==> src/rtl/sw_debounce.sv <==
// sw_debounce: syncs/debounces active-low switch bus -> sw_val, sw_prev, sw_chg strobe, held digit, digit_ok
module sw_debounce #(
  parameter int STABLE_CNT = 1000000,
  parameter int CNT_W      = 20
) (
  input  logic       clk,
  input  logic       resetn,
  input  logic [3:0] switch,
  output logic [3:0] sw_val,
  output logic [3:0] sw_prev,
  output logic       sw_chg,
  output logic [3:0] digit,
  output logic       digit_ok
);
  localparam logic [CNT_W-1:0] MAX = CNT_W'(STABLE_CNT - 1);
  logic [3:0] sync1, sync2, cand, s;
  logic [CNT_W-1:0] cnt;
  logic sat, acc;
  always_comb begin
    s = ~sync2;
    sat = cnt == MAX;
    acc = (s == cand) && sat && (cand != sw_val);
    digit_ok = sw_val <= 4'd9;
  end
  always_ff @(posedge clk) begin
    if (!resetn) begin
      sync1 <= 4'hF;
      sync2 <= 4'hF;
      cand <= '0;
      cnt <= '0;
      sw_val <= '0;
      sw_prev <= '0;
      sw_chg <= 1'b0;
      digit <= '0;
    end else begin
      sync1 <= switch;
      sync2 <= sync1;
      cand <= s;
      cnt <= (s != cand) ? '0 : sat ? cnt : cnt + 1'b1;
      sw_chg <= acc;
      if (acc) begin
        sw_prev <= sw_val;
        sw_val <= cand;
        if (cand <= 4'd9) digit <= cand;
      end
    end
  end
endmodule
==> config.mk <==
export PLATFORM = sky130hd
export DESIGN_NAME = sw_debounce
export DESIGN_NICKNAME = d
export VERILOG_FILES = /design/src/rtl/sw_debounce.sv
export SDC_FILE = /design/constraint.sdc
export NUM_CORES = 1
export LEC_CHECK = 0
export CAP_MARGIN = 20
export CORE_UTILIZATION = 50
export DETAILED_ROUTE_END_ITERATION = 8
export PLACE_DENSITY = 0.72
export SKIP_CTS_REPAIR_TIMING = 1
export SLEW_MARGIN = 20
export SYNTH_ARGS = -nofsm -noshare
export SYNTH_HDL_FRONTEND = slang
export SYNTH_SLANG_ARGS = --single-unit
==> constraint.sdc <==
create_clock -name clk -period 5.39 [get_ports clk]
set_clock_uncertainty 0.05 [all_clocks]
set_input_delay 1.078 -clock clk [delete_from_list [all_inputs] [get_ports clk]]
set_output_delay 1.078 -clock clk [all_outputs]
set_load 0.005 [all_outputs]
==> key figures, run 1 <==
Synth
  – Largest cells by area after synthesis: dfxtp_1, mux2i_1, xnor2_1
  – Cells after Synth: 206
  – Post-synthesis register bit count: 45
  – Fraction of registers with async set or reset after synthesis: 0
  – Leading area contributor after synthesis: dfxtp_1
  – Most used standard cell by instance count after synthesis: dfxtp_1
  – Number of enable-type register cells in the synthesized netlist: 0
  – Syn Area/Cell: 9.41 um2
  – Top-area cell type share of the netlist area: 0.465
  – Most common flop cell mapped by yosys: dfxtp_1
  – Syn nets: 213
  – Cell Area, Synth: 0.00194 mm2
  – Seq/Total Area, Yosys: 0.465
  – Synth cell types: 41
  – Ys Warns: 0
  – Top cells by instance count after synthesis: dfxtp_1, nand2_1, mux2i_1

GRT
  – Global-route wire length before repair: 6190 um
  – Number of antenna violations at the first check in global routing: 0
  – Congestion Overflow GR: 0
  – Total Routing Usage GR: 0.194
  – Number of global-route vias before repair: 1440
  – Largest net degree at the start of global routing: 33

STA
  – Rel. slew slack: 0.336
  – Final Critical Period: 2.52 ns
  – F_max: 397 MHz
  – Final TNS setup: 0 ns
  – Worst Tran Pin Value: 0.988 ns
  – Number of pins exceeding their max-slew limit in the final report: 0
  – Share of the clock period used by the worst path: 0.467
  – Final Hold Viols: 0
  – Setup repair after global routing missed its margin: false
  – Number of setup violations in the final report: 0

Worst hold path
  – Hold WC Path Type: reg -> reg
  – Number of cells traversed by the worst hold path: 1

Critical path
  – Startpoint class of the critical path: register
  – Worst Setup End Kind: output pin
  – Required time reported for the critical path endpoint: 4.26 ns
  – Worst path slowest cell: clkdlybuf4s50_1
  – Total buffers and inverters traversed by the critical path: 1
  – Worst Path Class, Setup: reg -> out
  – Cell count of the worst reg-to-reg path: 4
  – Critical path cell sequence: o21ai_0 > clkdlybuf4s50_1
  – Maximum single-stage delay on the critical path: 0.53 ns
  – Number of logic stages on the critical path including buffering: 2
  – Critical-path maximum fanout: 4
  – Category of cells accounting for the largest share of critical-path delay: buffers and inverters
  – Arrival time worst endpoint: 1.39 ns

Placement
  – Count of input and output buffers: 19
  – GPL Wtd Cong: 0.745
  – DP Wirelength: 2560 um
  – Cell count after placement: 264

CTS
  – Clock tree sinks: 45
  – CTS H-Tree Depth: 2
  – Cell chosen for the clock root: clkbuf_8
  – Total clock buffers created by CTS: 5
  – Maximum buffer depth of the clock tree: 2
  – CTS tree: yes
  – Insertion delay of the later-clocked pin in the worst-skew pair: 0.30 ns
  – Clock-pin slew on the worst setup and hold paths: 0.09 ns

Layout
  – Synthesis-to-layout area growth: 15.1%
  – Diode insertion count for antenna repair: 0
  – Layout net count: 230
  – Number of non-filler instances in the completed layout: 272
  – Share of final-layout standard cells stronger than drive strength 1: 0.0714

Detailed routing
  – Overall via count from detail_route: 1528
  – Count of TritonRoute iterations in the first routing pass: 4
  – Mean routed wirelength per cell: 13.2 um
  – DRT Wirelength: 3600 um
  – Remaining number of nets flagged by the antenna check after routing: 0
  – # DRC: 0
  – Starting DRC count in detailed routing: 80
  – Routed vias/inst: 5.62

Power and ir drop
  – Cell-internal power: 0.000440 W
  – IR Drop Worst-Case VDD: 0.206 mV
  – Share of power burned in combinational logic: 0.047
  – Static Leak: 0.770 nW
  – Net load switching power: 0.000136 W
  – Net switching share of the total power: 0.235
  – Reg power frac: 0.592
  – Power density of the placed cells: 258 mW/mm2
  – Fraction of power consumed by the clock network: 0.361

Floorplan
  – Placement row count: 22
  – Starting density of the core: 0.526
  – Die Wd: 64.3 um
  – Top Ports: 20
  – Core Region: 0.00369 mm2
  – Vertical extent of the die: 64.3 um
  – Area of the die: 0.00413 mm2

Status
  – Run status: completed

Run
  – Max_cap viols: 0
-- stage by stage --
step	worst slack [ns]	total power, W	util	area (um2)	hold slack, ns
2_1_floorplan	3.53	0.000367	-	1940	0.336
3_3_place_gp	3.05	0.000374	0.581	2140	0.342
3_5_place_dp	2.98	0.000375	0.581	2140	0.347
4_1_cts	2.85	0.000583	0.605	2230	0.369
5_1_grt	2.71	0.000602	0.605	2230	0.376
6_report	2.87	0.000576	0.605	2230	0.363
-- registers in the layout, summed over array words and instances (netlist names) --
| signal | cells |
|---|---|
| sync1 | 4 |
| sw_prev | 4 |
| cand | 4 |
| digit | 4 |
| sw_chg | 1 |
| cnt | 20 |
| sync2 | 4 |
| sw_val | 4 |
-- layout make-up --
class,count,area (um2)
repair buffers,20,198
well taps,48,60.1
multi-input cells,148,972
inverters,3,11.3
clock buffers,5,68.8
clock inverters,3,21.3
flip-flops and latches,45,901
fillers,344,1460
-- power by group through the flow --
stage,sequential [W],clock [W],combinational (W)
final,0.000340,0.000208,0.0000271
after global routing,0.000341,0.000231,0.0000300
after CTS,0.000340,0.000215,0.0000268
after detailed placement,0.000348,0,0.0000270
after global placement,0.000348,0,0.0000258
after floorplan,0.000347,0,0.0000200
-- cell families (layout without fill, tap and decap cells) --
group           after synthesis  after routing  synth area share
simple gates                 92             92             0.274
flops                        45             45             0.465
compound gates               29             29            0.0942
mux                          14             14            0.0723
buf+inv                      13             31            0.0342
xor+xnor                     12             12            0.0542
fa+ha+maj                     1              1           0.00645
-- path summary, 6_finish.rpt --
kind                           to  slack [ns]                    from
max                      digit_ok        2.87  sw_val[2]$_SDFFE_PN0P_
min           sync2[1]$_SDFF_PN1_        0.36     sync1[1]$_SDFF_PN1_
max reg2reg  cnt[12]$_SDFFE_PP0P_        2.90      cand[1]$_SDFF_PN0_
min reg2reg   sync2[1]$_SDFF_PN1_        0.36     sync1[1]$_SDFF_PN1_
-- per-layer routing --
layer / share of wire / global-route usage
met1: 0.49 / 0.232
met2: 0.46 / 0.313
met3: 0.030 / 0.0661
met4: 0.018 / 0.0889
met5: 0 / 0
-- cells in the final DEF (no fill, tap or decap), types with 2 or more instances in the layout --
cell type and count:
o21a_1 2, nand2b_1 8, xor2_1 2, nor2_1 11
clkbuf_8 5, and3_1 4, and4_1 2, or4_1 5
inv_1 3, nand3_1 11, o31ai_1 4, nand3b_1 4
dfxtp_1 45, nor3_1 7, nand4_1 5, a21oi_1 12
clkdlybuf4s50_1 19, o21ai_0 3, xnor2_1 10, or3_1 2
nand2_1 22, mux2i_1 14, nor4_1 3
No activity file was read; power rests on OpenSTA's default activity.
==> run 2: changes to the inputs <==
==> constraint.sdc (replaced) <==
create_clock -name clk -period 2.5 [get_ports clk]
set_clock_uncertainty 0.05 [all_clocks]
set_input_delay 0.5 -clock clk [delete_from_list [all_inputs] [get_ports clk]]
set_output_delay 0.5 -clock clk [all_outputs]
set_load 0.005 [all_outputs]
==> run 2 against run 1 <==
Against the previous run:
- power rose by 130%
- global-route usage is 0.45 points higher
- wire length grew 7.3%
- critical path depth grew 2
- utilization rose by 1.2 points
- first-iteration DRC count increased by 24%
- final cell count grew 1.1%
- register-to-register slack lost 2.5 ns
- hold slack better by 0.0068 ns
==> key figures, run 2 (same netlist as run 1, synthesis figures left out) <==
Layout
  – Synthesis-to-layout area growth: 17.4%
  – Most frequent standard cell in the layout excluding fill and tap cells: dfxtp_1
  – Layout net count: 233
  – Leading cell types in the layout, fill and taps excluded: dfxtp_1, nand2_1, clkdlybuf4s50_1
  – Largest reg by FF count: cnt
  – Diode insertion count for antenna repair: 0
  – Fill cell total of the finished layout: 321
  – Share of final-layout standard cells stronger than drive strength 1: 0.0793
  – Largest register FFs: 20

Detailed routing
  – DRT Wirelength: 3860 um
  – Routed vias/inst: 5.73
  – Mean routed wirelength per cell: 14.0 um
  – Remaining number of nets flagged by the antenna check after routing: 0
  – # DRC: 0
  – Overall via count from detail_route: 1577
  – Count of TritonRoute iterations in the first routing pass: 4
  – Starting DRC count in detailed routing: 99

STA
  – Number of pins exceeding their max-slew limit in the final report: 0
  – F_max: 483 MHz
  – Share of the clock period used by the worst path: 0.828
  – Final TNS setup: 0 ns
  – Rel. slew slack: 0.630
  – Setup repair after global routing missed its margin: false
  – Final Critical Period: 2.07 ns
  – Hold Slack: 0.370 ns
  – Number of setup violations in the final report: 0
  – Final Hold Viols: 0
  – Worst Tran Pin Value: 0.550 ns

Critical path
  – R2r setup slk: 0.43 ns
  – Worst Path Class, Setup: reg -> reg
  – Worst path slowest cell: or4b_4
  – Beginning of the worst register-to-register path: cnt[7]$_SDFFE_PP0P_
  – Maximum single-stage delay on the critical path: 0.56 ns
  – Arrival time worst endpoint: 2.24 ns
  – Startpoint class of the critical path: register
  – Critical-path maximum fanout: 9
  – Cell count of the worst reg-to-reg path: 4
  – Reg-to-reg critical path endpoint: sw_val[2]$_SDFFE_PN0P_
  – Worst Setup End Kind: register
  – Required time reported for the critical path endpoint: 2.67 ns
  – Critical path cell sequence: or4b_4 > nor4_4 > nand4_2 > mux2i_1

CTS
  – Clock tree sinks: 45
  – Clock-pin slew on the worst setup and hold paths: 0.08 ns
  – Insertion delay of the later-clocked pin in the worst-skew pair: 0.29 ns
  – Total clock buffers created by CTS: 5
  – Maximum buffer depth of the clock tree: 2
  – CTS tree: yes
  – Cell chosen for the clock root: clkbuf_8
  – CTS H-Tree Depth: 2

Worst hold path
  – Worst Hold Launch: sync1[1]$_SDFF_PN1_
  – Hold WC Path Type: reg -> reg
  – Endpoint, Worst Hold: sync2[1]$_SDFF_PN1_
  – Number of cells traversed by the worst hold path: 1

Run
  – Max_cap viols: 0

Placement
  – DP Wirelength: 2690 um
  – GPL Wtd Cong: 0.831
  – Count of input and output buffers: 19

GRT
  – Met3 usage: 0.0429
  – Number of global-route vias before repair: 1468
  – Met1 track demand over resource in global routing: 0.250
  – Met2 Track Usage GR: 0.329
  – Number of antenna violations at the first check in global routing: 0
  – Congestion Overflow GR: 0
  – Routing layer with the top usage in global route: met2
  – Global-route wire length before repair: 6410 um
  – Largest net degree at the start of global routing: 24
  – Total Routing Usage GR: 0.199

Floorplan
  – Die Wd: 64.3 um
  – Placement row count: 22
  – Top Ports: 20
  – Area of the die: 0.00413 mm2
  – Starting density of the core: 0.526
  – Core Region: 0.00369 mm2
  – Vertical extent of the die: 64.3 um

Power and ir drop
  – IR Drop Worst-Case VDD: 0.362 mV
  – Static Leak: 0.796 nW
  – Power density of the placed cells: 588 mW/mm2

Status
  – Run status: completed
==> run 2: where the power goes <==
part | internal (W) | switching (W)
Sequential | 0.000727 | 0.00000774
Combinational | 0.0000269 | 0.0000369
Clock | 0.000300 | 0.000240
Total | 0.00105 | 0.000285
==> run 2: critical path: cells and delay by family, from the launching register on <==
kind / cells / cell delay (ns)
muxes: 1 / 0.27
and+or+nand+nor: 3 / 1.31
DFF: 1 / 0.36
==> run 2: stage by stage <==
step                cells  setup slack, ns  utilization  total power, W  area (um2)
floorplan             206            0.635            -        0.000792        1940
global placement      267            0.479        0.587        0.000811        2160
detailed placement    267            0.402        0.587        0.000816        2160
CTS                   275            0.410        0.617         0.00135        2280
global route          275            0.288        0.617         0.00139        2280
finish                275            0.430        0.617         0.00134        2280
==> run 2: layer usage <==
layer / share of wire / wire length [um]
met1: 0.47 / 1830
met2: 0.48 / 1850
met3: 0.030 / 117
met4: 0.015 / 57
met5: 0 / 0
==> run 2: area by class of cell <==
type | count | area [um2] | area share
Multi-Input combinational cell | 148 | 972 | 0.427
Sequential cell | 45 | 901 | 0.396
Timing Repair Buffer | 23 | 220 | 0.0968
Clock buffer | 6 | 72.6 | 0.0319
Tap cell | 48 | 60.1 | 0.0264
Clock inverter | 2 | 38.8 | 0.0170
Inverter | 3 | 11.3 | 0.00495
==> run 2: how the worst max path moves through the flow <==
stage / from / end / depth (start not counted)
5_1_grt: cnt[7]$_SDFFE_PP0P_ / sw_val[2]$_SDFFE_PN0P_ / 4
3_3_place_gp: resetn / cnt[12]$_SDFFE_PP0P_ / 3
4_1_cts: cnt[6]$_SDFFE_PP0P_ / sw_val[2]$_SDFFE_PN0P_ / 4
3_5_place_dp: resetn / cnt[12]$_SDFFE_PP0P_ / 3
6_report: cnt[7]$_SDFFE_PP0P_ / sw_val[2]$_SDFFE_PN0P_ / 4
2_1_floorplan: cnt[7]$_SDFFE_PP0P_ / sw_val[0]$_SDFFE_PN0P_ / 6
